===== src/rtl/rv32_alu_issue_stage_pkg.sv =====
// Shared ALU control codes, RV32I opcodes and the decoded-entry record used by
// the issue stage and its decoder.
package rv32_alu_issue_stage_pkg;

  localparam logic [3:0] ALU_ADD  = 4'b0000;
  localparam logic [3:0] ALU_SLL  = 4'b0001;
  localparam logic [3:0] ALU_SLT  = 4'b0010;
  localparam logic [3:0] ALU_SLTU = 4'b0011;
  localparam logic [3:0] ALU_XOR  = 4'b0100;
  localparam logic [3:0] ALU_SRL  = 4'b0101;
  localparam logic [3:0] ALU_OR   = 4'b0110;
  localparam logic [3:0] ALU_AND  = 4'b0111;
  localparam logic [3:0] ALU_SUB  = 4'b1000;
  localparam logic [3:0] ALU_SRA  = 4'b1101;

  localparam logic [6:0] OPC_OP    = 7'b0110011;
  localparam logic [6:0] OPC_OPIMM = 7'b0010011;
  localparam logic [6:0] OPC_LUI   = 7'b0110111;
  localparam logic [6:0] OPC_AUIPC = 7'b0010111;

  localparam logic [6:0] F7_ZERO = 7'b0000000;
  localparam logic [6:0] F7_ALT  = 7'b0100000;

  typedef struct packed {
    logic [3:0]  alu_ctrl;
    logic [31:0] imm;
    logic        use_imm;
    logic        use_pc;
    logic [4:0]  rs1;
    logic [4:0]  rs2;
    logic [4:0]  rd;
    logic        reg_write;
    logic        illegal;
  } decoded_t;

  function automatic logic [3:0] funct3_to_ctrl(input logic [2:0] funct3);
    logic [3:0] ctrl;
    case (funct3)
      3'b000:  ctrl = ALU_ADD;
      3'b001:  ctrl = ALU_SLL;
      3'b010:  ctrl = ALU_SLT;
      3'b011:  ctrl = ALU_SLTU;
      3'b100:  ctrl = ALU_XOR;
      3'b101:  ctrl = ALU_SRL;
      3'b110:  ctrl = ALU_OR;
      3'b111:  ctrl = ALU_AND;
      default: ctrl = ALU_ADD;
    endcase
    return ctrl;
  endfunction

endpackage


===== src/rtl/rv32_alu_decoder.sv =====
// Combinational RV32I OP / OP-IMM / LUI / AUIPC decoder producing the ALU
// control code, operand selects, extended immediate and register indices.
module rv32_alu_decoder
  import rv32_alu_issue_stage_pkg::*;
(
  input  logic [31:0] instr,
  output decoded_t    dec
);

  logic [6:0] opcode_s;
  logic [6:0] funct7_s;
  logic [2:0] funct3_s;
  logic       illegal_s;

  assign opcode_s = instr[6:0];
  assign funct7_s = instr[31:25];
  assign funct3_s = instr[14:12];

  // Field extraction, operation selection and legality checking
  always_comb begin
    dec       = '0;
    illegal_s = 1'b0;
    dec.rs1   = instr[19:15];
    dec.rs2   = instr[24:20];
    dec.rd    = instr[11:7];
    case (opcode_s)
      OPC_OP: begin
        if (funct7_s == F7_ZERO) begin
          dec.alu_ctrl = funct3_to_ctrl(funct3_s);
        end else if ((funct7_s == F7_ALT) && (funct3_s == 3'b000)) begin
          dec.alu_ctrl = ALU_SUB;
        end else if ((funct7_s == F7_ALT) && (funct3_s == 3'b101)) begin
          dec.alu_ctrl = ALU_SRA;
        end else begin
          illegal_s = 1'b1;
        end
      end
      OPC_OPIMM: begin
        dec.use_imm  = 1'b1;
        dec.alu_ctrl = funct3_to_ctrl(funct3_s);
        dec.imm      = {{20{instr[31]}}, instr[31:20]};
        // Shift-immediates carry only the 5-bit shamt; upper bits select the shift kind
        if (funct3_s == 3'b001) begin
          dec.imm   = {27'd0, instr[24:20]};
          illegal_s = (funct7_s != F7_ZERO);
        end else if (funct3_s == 3'b101) begin
          dec.imm = {27'd0, instr[24:20]};
          if (funct7_s == F7_ALT) begin
            dec.alu_ctrl = ALU_SRA;
          end else begin
            illegal_s = (funct7_s != F7_ZERO);
          end
        end else begin
          illegal_s = 1'b0;
        end
      end
      OPC_LUI: begin
        dec.rs1     = 5'd0;
        dec.imm     = {instr[31:12], 12'd0};
        dec.use_imm = 1'b1;
      end
      OPC_AUIPC: begin
        dec.rs1     = 5'd0;
        dec.imm     = {instr[31:12], 12'd0};
        dec.use_imm = 1'b1;
        dec.use_pc  = 1'b1;
      end
      default: begin
        illegal_s = 1'b1;
      end
    endcase

    if (illegal_s) begin
      dec.alu_ctrl = ALU_ADD;
      dec.use_imm  = 1'b0;
      dec.use_pc   = 1'b0;
    end else begin
      dec.alu_ctrl = dec.alu_ctrl;
    end
    dec.illegal   = illegal_s;
    dec.reg_write = !illegal_s && (dec.rd != 5'd0);
  end

endmodule


===== src/rtl/rv32_alu_issue_stage.sv =====
// ALU issue stage: valid/ready handshake and single-entry output register
// around the RV32I ALU decoder, with backpressure and flush.
module rv32_alu_issue_stage
  import rv32_alu_issue_stage_pkg::*;
#(
  parameter logic [31:0] RESET_PC = 32'h0000_0000
) (
  input  logic        clk,
  input  logic        rst_n,
  input  logic        in_valid,
  output logic        in_ready,
  input  logic [31:0] in_instr,
  input  logic [31:0] in_pc,
  input  logic        flush,
  output logic        out_valid,
  input  logic        out_ready,
  output logic [3:0]  out_alu_ctrl,
  output logic [31:0] out_imm,
  output logic        out_use_imm,
  output logic        out_use_pc,
  output logic [4:0]  out_rs1,
  output logic [4:0]  out_rs2,
  output logic [4:0]  out_rd,
  output logic        out_reg_write,
  output logic        out_illegal,
  output logic [31:0] out_pc
);

  decoded_t    dec_s;
  decoded_t    entry_r;
  logic        valid_r;
  logic [31:0] pc_r;
  logic        capture_s;

  rv32_alu_decoder u_decoder (
    .instr (in_instr),
    .dec   (dec_s)
  );

  assign in_ready  = !valid_r || out_ready;
  assign capture_s = in_valid && in_ready && !flush;

  // Entry register: flush wins, then capture (also covers consume+capture), then drain or hold
  always_ff @(posedge clk or negedge rst_n) begin
    if (!rst_n) begin
      valid_r <= 1'b0;
      entry_r <= '0;
      pc_r    <= RESET_PC;
    end else if (flush) begin
      valid_r <= 1'b0;
    end else if (capture_s) begin
      valid_r <= 1'b1;
      entry_r <= dec_s;
      pc_r    <= in_pc;
    end else if (out_ready) begin
      valid_r <= 1'b0;
    end else begin
      valid_r <= valid_r;
    end
  end

  assign out_valid     = valid_r;
  assign out_alu_ctrl  = entry_r.alu_ctrl;
  assign out_imm       = entry_r.imm;
  assign out_use_imm   = entry_r.use_imm;
  assign out_use_pc    = entry_r.use_pc;
  assign out_rs1       = entry_r.rs1;
  assign out_rs2       = entry_r.rs2;
  assign out_rd        = entry_r.rd;
  assign out_reg_write = entry_r.reg_write;
  assign out_illegal   = entry_r.illegal;
  assign out_pc        = pc_r;

endmodule

===== config.mk =====
export PLATFORM = sky130hd
export DESIGN_NAME = rv32_alu_issue_stage
export DESIGN_NICKNAME = d
export VERILOG_FILES = /design/src/rtl/rv32_alu_issue_stage_pkg.sv /design/src/rtl/rv32_alu_decoder.sv /design/src/rtl/rv32_alu_issue_stage.sv
export SDC_FILE = /design/constraint.sdc
export NUM_CORES = 1
export LEC_CHECK = 0
export CAP_MARGIN = 20
export CORE_ASPECT_RATIO = 1.1
export CORE_MARGIN = 2
export CORE_UTILIZATION = 30
export DETAILED_ROUTE_END_ITERATION = 8
export PLACE_DENSITY = 0.68
export SLEW_MARGIN = 20
export SYNTH_ARGS = -nofsm -noshare
export SYNTH_HDL_FRONTEND = slang
export SYNTH_SLANG_ARGS = --single-unit

===== constraint.sdc =====
create_clock -name clk -period 1.87 [get_ports clk]
set_input_delay 0.187 -clock clk [delete_from_list [all_inputs] [get_ports clk]]
set_output_delay 0.187 -clock clk [all_outputs]
set_load 0.02 [all_outputs]

Yosys cells after proc, flatten, opt, wreduce, memory -nomap -nowiden:

Memories as Yosys holds them, arrays and structs flattened.
Cells that the tools add are included.

* bits in read-only memories: 48
* register bits: 88
* output and inout bits: 89
* memories: 2
* logic and storage cells: 60
* input port bits: 69

Memory list
* (no name shown): depth 8, width 3, rd ports 1, clocked after Yosys merged registers in 0, write ports 0, line rv32_alu_issue_stage_pkg.sv:38 `case (funct3)`
* (no name shown): depth 8, width 3, rd ports 1, clocked after Yosys merged registers in 0, write ports 0, line rv32_alu_issue_stage_pkg.sv:38

* muxes and demuxes: 23
* reduce and logical (&&, ||, !) cells: 16
* bitwise operators: 1
* equality and inequality tests: 7

Operators with widths (number)
* $pmux 33 s2: 1
* $mux 36: 1
* $mux 32: 1
* $mux 4: 6
* $eq 7x6->1 const B: 3
* $eq 7x5->1 const B: 2
* $mux 1: 10
* $pmux 4 s2: 1
* $logic_not 7->1: 1
* $reduce_bool 7->1: 1
* $logic_and 1x1->1: 5
* $mux 5: 1
* $reduce_bool 5->1: 1
* $eq 3x1->1 const B: 1
* $eq 3x3->1 const B: 1
* $logic_not 1->1: 3
* $logic_not 3->1: 1
* $pmux 1 s3: 1
* $reduce_bool 3->1: 1
* $mux 2: 1
* $reduce_and 2->1: 1
* $reduce_or 2->1: 1
* $logic_or 1x1->1: 1
* $not 1->1: 1

Longest topological paths before layout:

Gate-level depths: netlist of the first run.

* depth in word-level cells: 8
* depth in mapped cells: 7
* mapped depth without buffers: 5

By module:

Synthesis of the first run repeated with hierarchy kept, for this count alone.

* cells, all modules: 310
* area, all modules: 3953.8 um2

By module, submodules not included
* rv32_alu_issue_stage: cells an instance 189, area each 3286.9 um2, sequential area each 2202.1 um2, times used 1
* rv32_alu_decoder: cells an instance 121, area each 666.9 um2, sequential area each 0.0 um2, times used 1

Least setup slack after synthesis of the first run:

OpenSTA, ideal clock, no wires.

* kind: flip-flop to flip-flop
* start: register valid_r (netlist: out_valid)
* end: register entry_r, in the netlist out_alu_ctrl[1]
* clock period less this slack: 1741 ps
* stages on the path, launching flop included: 7
* arrival time: 1605 ps
* required time: 1734 ps
* path slack: 129 ps
* path through: dfrtp_1 nor2b_1 inv_1 nand3b_1 clkbuf_1 clkbuf_1 o21ai_0

* cells in the longest elaborated chain, start to end: 5

Ends and longest elaborated chain
* start, declared: line rv32_alu_issue_stage.sv:31 `logic valid_r;`
* start signal, assigned: line rv32_alu_issue_stage.sv:58 `valid_r <= valid_r;`
* $logic_not 1->1: line rv32_alu_issue_stage.sv:40 `assign in_ready = !valid_r || out_ready;`
* $logic_or 1x1->1: line rv32_alu_issue_stage.sv:40
* net in_ready: line rv32_alu_issue_stage.sv:11 `output logic in_ready,`
* $logic_and 1x1->1 (2 in series): line rv32_alu_issue_stage.sv:41 `assign capture_s = in_valid && in_ready && !flush;`
* $reduce_and 2->1 (no line)
* end signal, assigned: line rv32_alu_issue_stage.sv:53 `entry_r <= dec_s;`
* end, declared: line rv32_alu_issue_stage.sv:30 `decoded_t entry_r;`

The timed path passes the listed nets, and every way through them passes these cells.
A chain may end at the register's enable or synchronous reset.

Final worst setup path of the first run:

* start: register valid_r (netlist: out_valid)
* end: output in_ready

* cells in the longest elaborated chain, start to end: 2

Ends and longest elaborated chain (line)
* $logic_not 1->1: rv32_alu_issue_stage.sv:40
* $logic_or 1x1->1: rv32_alu_issue_stage.sv:40
* end, declared: rv32_alu_issue_stage.sv:11

Every way passes these cells.

==> reports/results.ini, run 1 <==
[setup_path]
cp_num_buf_inv=2
crit_path_start=out_valid$_DFFE_PN0P_
cp-endpoint=in_ready
max_stage_delay_ns=0.60
path_cells=nor2b_2, inv_1, clkdlybuf4s50_1
worstSetupStartpointType=register
path_delay_family=buffers and inverters
r2r_setup_slack_ns=0.24
slowest_stage=clkdlybuf4s50_1
cp_max_fo=3
end_kind=primary output
rr_worst_depth=5
reg2reg_from=out_valid$_DFFE_PN0P_
cp.depth=3
critPathRequiredTime_ns=1.68
r2r-end=out_imm[29]$_DFFE_PN0P_
path_class=register to primary output
arrival_ns=1.57

[power_and_ir_drop]
power.leakage_uw=0.002596
ir_drop_mv=0.3847
p_total_uw=5016
powerDensity_nw_per_um2=872.0

[drt]
viasPerCell=4.635
vias=3254
detail-route-antenna-nets=0
wl_met3_um=695
top_layer=met4
met1_length_mm=4.528
drtPass1Iterations=4
dr_wl_met2_mm=4.816
drt_iter0_drc=110
drt-total-wl_mm=10.20
drcViolationCount=0
wl_per_cell_um=14.53

[layout]
syn_to_final_growth_pct=63.77
multi_input_area_um2=1247
fin_nets=616
fill_cells=1052
regArea_um2=2202
diodes=0
utilization_pct=50.28
drive_gt1_share_pct=8.696

[timing]
max_slew_margin_pct=68.93
tns_ns=0
setup_violations=0
fmax_ghz=0.5706
slew_violations=0
worstMarginPinSlew_ns=0.4660
rsz0062_at_grt=false
period_minus_slack_ns=1.753
fin_skew_ns=0.007228
finalHoldViolations=0
finalCritPeriodShare_pct=93.72

[global_route]
antenna_found_initial=0
grt_pass1_wl_mm=17.15
grt_max_degree=46
grt_overflow_total=0
grt_pass1_vias=3415
groute.usage.overall_pct=16.92

[logic_synthesis]
synth_most_common_cell=nand2_1
avgSynthCellArea_um2=9.416
ys.flop_type=dfrtp_1
syn_inst=373
ys_ff_latch=88
yosysTopAreaCellShare_pct=62.70
yosysSeqAreaShare_pct=62.70
synth_enable_flop_cells=0
async_flop_share_pct=100.0
synth_area_um2=3512
synthTopCellsByCount=174 x nand2_1, 88 x dfrtp_1, 17 x clkbuf_1
syn_nets=442
yosysWarningCount=0
yosys-top-cells-area=dfrtp_1 63%, nand2_1 19%, o211ai_1 2.4%
synthDistinctLibCells=33
yosys.area.top_type=dfrtp_1

[floorplanning]
core_um2=11440
die_y_um=117.5
rows=41
die_area_um2=12590
start_util_pct=30.70
ios=158
die_x_um=107.2

[place]
routabilityCongestion=0.8116
io_buffers=157
dpl.hpwl_mm=7.637

[clock_tree]
cts_tree=yes
clk-insertion-delay-late_ns=0.34
clock_sinks=88
cts-htree-levels=3
post_cts_buffers=0
clockBufferDepth=2
cts-root-buf=clkbuf_16
path_clk_slew_ns=0.07
cts_made_buffers=9

[run]
max-cap-violations=0

[min_path]
hp-class=input pin to asynchronous set/reset pin

[outcome]
status=completed

## sequential cells by signal, indices dropped and copies added (netlist names), 4 cells and up
signal / flops
out_rs1: 5
out_rs2: 5
out_alu_ctrl: 4
out_rd: 5
out_pc: 32
out_imm: 32
## stage by stage
stage | setup WS, ns | instance area, um2 | cells | hold slack (ns)
global route | 0.04103 | 5752 | 702 | 0.3771
global placement | -0.1146 | 5451 | 685 | 0.1562
floorplan | 0.1291 | 3512 | 373 | -0.1086
detailed placement | -0.1648 | 5451 | 685 | 0.1650
finish | 0.1174 | 5752 | 702 | 0.3413
CTS | 0.03469 | 5743 | 702 | 0.3466
## layer usage
layer	vias up	track usage [%]
li1	1567	-
met1	1557	21.96
met2	117	27.29
met3	13	4.153
met4	0	6.169
met5	-	0
## report_power, final
group          total [uW]  internal [uW]  switching (uW)
sequential           2180           2080             101
combinational        1120            555             570
clock                1710            950             758
total                5020           3590            1430
## worst min path at each step
stage	end	slack [ns]	depth (start not counted)
2_1_floorplan	out_alu_ctrl[0]$_DFFE_PN0P_	-0.11	0
3_3_place_gp	out_imm[18]$_DFFE_PN0P_	0.16	1
3_5_place_dp	out_rs1[3]$_DFFE_PN0P_	0.16	1
4_1_cts	out_rs1[3]$_DFFE_PN0P_	0.35	2
5_1_grt	out_imm[18]$_DFFE_PN0P_	0.38	2
6_report	out_rs1[3]$_DFFE_PN0P_	0.34	2
## cells in the final DEF, fill, tap and decap left out, drive strengths merged
master | netlist | routed
buf | 2 | 25
o21ai | 16 | 16
clkinvlp | 0 | 1
xor2 | 1 | 1
and3 | 1 | 1
o22a | 1 | 1
or2 | 1 | 1
or4 | 2 | 2
nand3b | 1 | 1
a21oi | 7 | 7
a21boi | 1 | 1
clkbuf | 17 | 11
dfrtp | 88 | 88
a22o | 6 | 6
clkdlybuf4s50 | 0 | 156
o21bai | 2 | 2
nor2b | 4 | 4
nand3 | 7 | 7
o311ai | 2 | 2
inv | 3 | 6
nor3b | 1 | 1
o31ai | 3 | 3
o211ai | 11 | 11
nor2 | 11 | 11
clkinv | 0 | 1
nor3 | 2 | 2
nand2 | 174 | 174
a21o | 1 | 1
dlygate4sd3 | 0 | 1
nand2b | 1 | 1
nand4 | 3 | 3
a31oi | 1 | 1
nor4 | 3 | 3
## cell type report
type / count / share of cell area (%)
repair buffers: 182 / 31.67
multi-input cells: 263 / 21.69
inverters: 3 / 0.1958
well taps: 150 / 3.263
clock inverters: 5 / 0.6744
flip-flops and latches: 88 / 38.29
clock buffers: 11 / 4.220
## worst register-to-register path: stages (launching register included)
cell and delay, ns:
dfrtp_1 0.38, nor2b_2 0.18, inv_1 0.07, nand3b_1 0.29, a31oi_2 0.44, a21oi_1 0.13
## cell families after synthesis
logic type      Yosys count  share of synthesized area, %
xor+xnor                  1                        0.2494
flops                    88                         62.70
compound gates           51                         10.05
buf+inv                  22                         2.387
simple gates            211                         24.62
## timing repair
item,in CTS,in global routing
resized for setup,0,3
hold endpoints to repair,32,0
setup endpoints to repair,0,8
hold buffers,1,0
Power figures use the tool's default switching activity.
==> run 2, diff against run 1 <==
--- a/config.mk
+++ b/config.mk
@@ -10,7 +10,8 @@
 export CORE_MARGIN = 2
 export CORE_UTILIZATION = 30
 export DETAILED_ROUTE_END_ITERATION = 8
-export PLACE_DENSITY = 0.68
+export DONT_BUFFER_PORTS = 1
+export PLACE_DENSITY = 0.51
 export SLEW_MARGIN = 20
 export SYNTH_ARGS = -nofsm -noshare
 export SYNTH_HDL_FRONTEND = slang
==> run 2 against run 1 <==
The flow now finishes with violations (negative hold slack). Critical path depth rose by 2. Register-to-register slack is essentially flat. Maximum frequency up 7.0%. Sequential power is 12% higher. Sequential share of layout area up 11 points. Flip-flop and latch count unchanged. Final area down 22%. Clock power shrank 2%. Largest power group unchanged. Highest routed layer unchanged.
==> reports/results.ini, run 2 (synthesis results as in run 1) <==
[layout]
fin_nets=494
drive_gt1_share_pct=7.459
final_cell_mix=174 x nand2_1, 88 x dfrtp_1, 48 x dlygate4sd3_1
layout_commonest_cell=nand2_1
syn_to_final_growth_pct=28.39
utilization_pct=39.42
diodes=0

[power_and_ir_drop]
power.leakage_uw=0.002127
powerDensity_nw_per_um2=994.3
ir_drop_mv=0.3860

[timing]
max_slew_margin_pct=59.76
tns_ns=0
fmax_ghz=0.6103
finalCritPeriodShare_pct=87.63
slew_violations=0
worstMarginPinSlew_ns=0.6008
finalHoldViolations=88
rsz0062_at_grt=false
fin_skew_ns=0.007309
setup_violations=0
period_minus_slack_ns=1.639
hold_slack_ns=-0.4525

[setup_path]
r2r_setup_slack_ns=0.23
cp.depth=5
cp_max_fo=7
max_stage_delay_ns=0.52
path_delay_family=compound AO/OA/AOI/OAI gates
critPathRequiredTime_ns=2.06
path_class=register to register
arrival_ns=1.83
rr_worst_depth=5
worstSetupStartpointType=register
end_kind=register
cp_num_buf_inv=1
path_cells=nor2b_1, inv_1, nand3b_1, a31oi_1, a21oi_1
slowest_stage=a31oi_1

[global_route]
grt_pass1_wl_mm=15.61
grt_max_degree=89
groute.usage.overall_pct=15.85
antenna_found_initial=0
grt_overflow_total=0
grt_pass1_vias=2948

[place]
io_buffers=0
dpl.hpwl_mm=6.475
routabilityCongestion=0.7240

[clock_tree]
clock_sinks=88
cts_resized=0
cts_made_buffers=9
clockBufferDepth=2
path_clk_slew_ns=0.06
cts-htree-levels=3
cts-root-buf=clkbuf_16
ctsHoldBuffers=48
cts_tree=yes
clk-insertion-delay-late_ns=0.33

[drt]
drcViolationCount=0
wl_per_cell_um=16.62
drt_iter0_drc=129
drtPass1Iterations=4
viasPerCell=4.807
detail-route-antenna-nets=0
drt-total-wl_mm=9.623
vias=2783

[floorplanning]
die_x_um=107.2
die_area_um2=12590
ios=158
start_util_pct=30.70
core_um2=11440
die_y_um=117.5
rows=41

[outcome]
violations=negative hold slack
status=finished, violations left

[run]
max-cap-violations=0

[min_path]
hp-class=input pin to asynchronous set/reset pin

[run 2: cell types whose count changed in the layout (fill, tap and decap cells not counted), moves of 3 or more]
cell,change
buf_4,-10
buf_12,-3
clkdlybuf4s50_1,-156
dlygate4sd3_1,+47
inv_6,-3
[run 2: worst paths after layout]
| kind | from | endpoint |
|---|---|---|
| max reg2reg | out_valid$_DFFE_PN0P_ | out_imm[28]$_DFFE_PN0P_ |
| max | out_valid$_DFFE_PN0P_ | out_imm[28]$_DFFE_PN0P_ |
| min reg2reg | out_imm[3]$_DFFE_PN0P_ | out_imm[3]$_DFFE_PN0P_ |
| min | rst_n | out_rs1[3]$_DFFE_PN0P_ |
| min in group clk | in_instr[15] | out_rs1[0]$_DFFE_PN0P_ |
| max in group asynchronous | rst_n | out_pc[1]$_DFFE_PN0P_ |
[run 2: final cells by class]
| class | instances | area [um2] |
|---|---|---|
| clock buffers | 12 | 256.5 |
| clock inverters | 3 | 17.52 |
| fillers | 1141 | 6930 |
| inverters | 3 | 11.26 |
| multi-input cells | 263 | 1239 |
| flip-flops and latches | 88 | 2202 |
| well taps | 150 | 187.7 |
| repair buffers | 60 | 595.6 |
[run 2: through the flow]
step	setup WS (ns)	cell area, um2	hold WS (ns)	std cells	power, uW
finish	0.2314	4509	-0.4525	579	4484
floorplan	0.1291	3512	-0.1086	373	2650
CTS	0.2354	4509	-0.4703	579	4546
global placement	0.3049	3755	-0.1069	516	2752
global route	0.09541	4509	-0.4752	579	4698
detailed placement	0.2603	3755	-0.1065	516	2766
[run 2: power by group]
| part | internal [uW] | switching, uW |
|---|---|---|
| registers | 2080 | 360 |
| logic | 177 | 193 |
| clock network | 962 | 712 |
| total | 3220 | 1260 |
[run 2: what timing repair did]
item / CTS / global route
hold endpoints to repair: 141 / 88
endpoints found under the setup margin: 0 / 0
buffers inserted: 0 / 0
[run 2: routing by layer]
metal	global-route usage (%)	vias up	routed length, um
met2	25.67	113	4651
met5	0	-	0
li1	-	1324	-
met3	5.980	9	891
met4	5.763	0	117
met1	19.14	1337	3962
==> run 3, diff against run 2 <==
--- a/config.mk
+++ b/config.mk
@@ -15,4 +15,5 @@
 export SLEW_MARGIN = 20
 export SYNTH_ARGS = -nofsm -noshare
 export SYNTH_HDL_FRONTEND = slang
+export SYNTH_HIERARCHICAL = 1
 export SYNTH_SLANG_ARGS = --single-unit
==> run 3 against run 2 <==
The flow still finishes with violations (negative hold slack). Global-route usage down 1.8 points. Via count down 9.1%. Hold slack worse by 0.0073 ns. Combinational power rose by 8.4%. Clock power is 15% higher. Synthesized cell count fell by 17%. Critical path depth did not move. Clock skew shrank 0.00080 ns. Routed wire length rose by 0.95%. Final cell count decreased by 12%. Maximum frequency is 1.1% higher. Flip-flop and latch count is the same. Critical endpoint is now out_imm[24]$_DFFE_PN0P_.
==> reports/results.ini, run 3 <==
[logic_synthesis]
synth_area_um2=3954
synthTopCellsByCount=88 x dfrtp_1, 57 x mux2_2, 30 x mux2_1
synthSimpleGateAreaFrac_pct=9.494
syn_inst=310
ys.flop_type=dfrtp_1
synthAdderAreaFrac_pct=0
yosysWarningCount=6
yosys.area.top_type=dfrtp_1
yosysSeqAreaShare_pct=55.70
yosysTopAreaCellShare_pct=55.70
ys_ff_latch=88
synth_top_family_by_area=multiplexers
yosys-top-cells-area=dfrtp_1 56%, mux2_2 16%, mux2_1 8.5%
synth_enable_flop_cells=0
synth_most_common_cell=dfrtp_1
synthDistinctLibCells=33
avgSynthCellArea_um2=12.75
synthXorXnorAreaFrac_pct=0.2215
async_flop_share_pct=100.0
synth-compound-area-share_pct=4.810
syn_nets=379
synth.area.mux_share_pct=24.78

[place]
io_buffers=0
dpl.hpwl_mm=6.610
routabilityCongestion=0.7612

[layout]
syn_to_final_growth_pct=22.66
layout_commonest_cell=dfrtp_1
fill_cells=1234
diodes=0
utilization_pct=37.17
fin_nets=414
final_cell_mix=88 x dfrtp_1, 57 x mux2_2, 44 x dlygate4sd3_1
drive_gt1_share_pct=24.57

[clock_tree]
cts_made_buffers=9
cts-htree-levels=3
path_clk_slew_ns=0.06
clockBufferDepth=2
ctsHoldBuffers=44
cts_resized=0
clock_sinks=88
clk-insertion-delay-late_ns=0.34
cts-root-buf=clkbuf_16
cts_tree=yes
post_cts_buffers=0

[outcome]
status=finished, violations left
violations=negative hold slack

[drt]
drtPass1Iterations=4
vias=2530
wl_per_cell_um=19.01
viasPerCell=4.951
drcViolationCount=0
detail-route-antenna-nets=0
drt-total-wl_mm=9.714
drt_iter0_drc=128

[setup_path]
cp_max_fo=30
path_common_cell=buf_12
path_cells=nor2b_2, nor3b_4, buf_12, buf_12, mux2_2
path_class=register to register
path_delay_family=simple AND/OR/NAND/NOR gates
worstSetupStartpointType=register
end_kind=register
critPathRequiredTime_ns=2.09
max_stage_delay_ns=0.37
arrival_ns=1.84
cp_num_buf_inv=2
slowest_stage=dfrtp_1

[timing]
period_minus_slack_ns=1.621
slew_violations=0
tns_ns=0
fmax_ghz=0.6169
fin_skew_ns=0.006509
hold_slack_ns=-0.4598
finalCritPeriodShare_pct=86.69
rsz0062_at_grt=false
max_slew_margin_pct=80.15
worstMarginPinSlew_ns=0.2964
finalHoldViolations=88
setup_violations=0

[floorplanning]
die_area_um2=14120
start_util_pct=30.30
ios=158
die_x_um=113.5
rows=44
die_y_um=124.4
core_um2=13050

[power_and_ir_drop]
power.leakage_uw=0.002192
powerDensity_nw_per_um2=984.3
ir_drop_mv=0.4725

[global_route]
grt_overflow_total=0
grt_pass1_wl_mm=14.98
grt_max_degree=89
antenna_found_initial=0
grt_pass1_vias=2706
groute.usage.overall_pct=14.05

[run]
max-cap-violations=0

[min_path]
hp-class=input pin to asynchronous set/reset pin

==> run 3: cell type report <==
class	instances	area [um2]	area share, %
tap	161	201.4	4.154
inverter	3	11.26	0.2322
clock buffer	13	250.2	5.160
timing repair buffer	54	565.5	11.66
sequential	88	2202	45.41
multi-input combinational	189	1554	32.04
clock inverter	3	65.06	1.342
==> run 3: path summary, 6_finish.rpt <==
| check | start | to | slack, ns | cells after the start |
|---|---|---|---|---|
| worst max-delay path | out_valid$_DFFE_PN0P_ | out_imm[24]$_DFFE_PN0P_ | 0.25 | 5 |
| worst min-delay path | rst_n | out_rs1[0]$_DFFE_PN0P_ | -0.46 | 0 |
| worst max register to register | out_valid$_DFFE_PN0P_ | out_imm[24]$_DFFE_PN0P_ | 0.25 | 5 |
| worst min register to register | out_rs2[3]$_DFFE_PN0P_ | out_rs2[3]$_DFFE_PN0P_ | 0.64 | 1 |
| max in group asynchronous | rst_n | out_pc[7]$_DFFE_PN0P_ | 2.22 | 0 |
| min in group clk | in_instr[31] | out_imm[11]$_DFFE_PN0P_ | 0.09 | 2 |
==> run 3: per-layer routing <==
layer  track usage [%]  share of wire, %  vias up
met5                 0                 0        -
met4             5.380               1.6        0
met3             4.574               6.1       10
met2             24.62                53       99
met1             15.73                40     1290
li1                  -                 -     1131
==> run 3: stage by stage <==
stage	std cells	setup WS (ns)	cell area, um2	hold slack [ns]	total power [uW]
floorplan	310	0.2252	3954	-0.1086	2742
global placement	451	0.2809	4094	-0.1060	2801
detailed placement	451	0.2388	4094	-0.1066	2815
CTS	511	0.2306	4850	-0.4786	4852
global route	511	0.1512	4850	-0.4841	5008
finish	511	0.2490	4850	-0.4598	4773
==> run 3: cells by family after synthesis <==
kind of cell | count (synthesis)
compound gates | 32
mux | 87
buf+inv | 33
simple gates | 69
xor+xnor | 1
flops | 88
==> run 3: report_power, final <==
group	leakage (uW)	internal [uW]	total, uW	switching (uW)
Clock	0.000154	1210	1920	717
Sequential	0.00112	2090	2450	362
Combinational	0.000920	262	400	138
Total	0.00219	3560	4770	1220
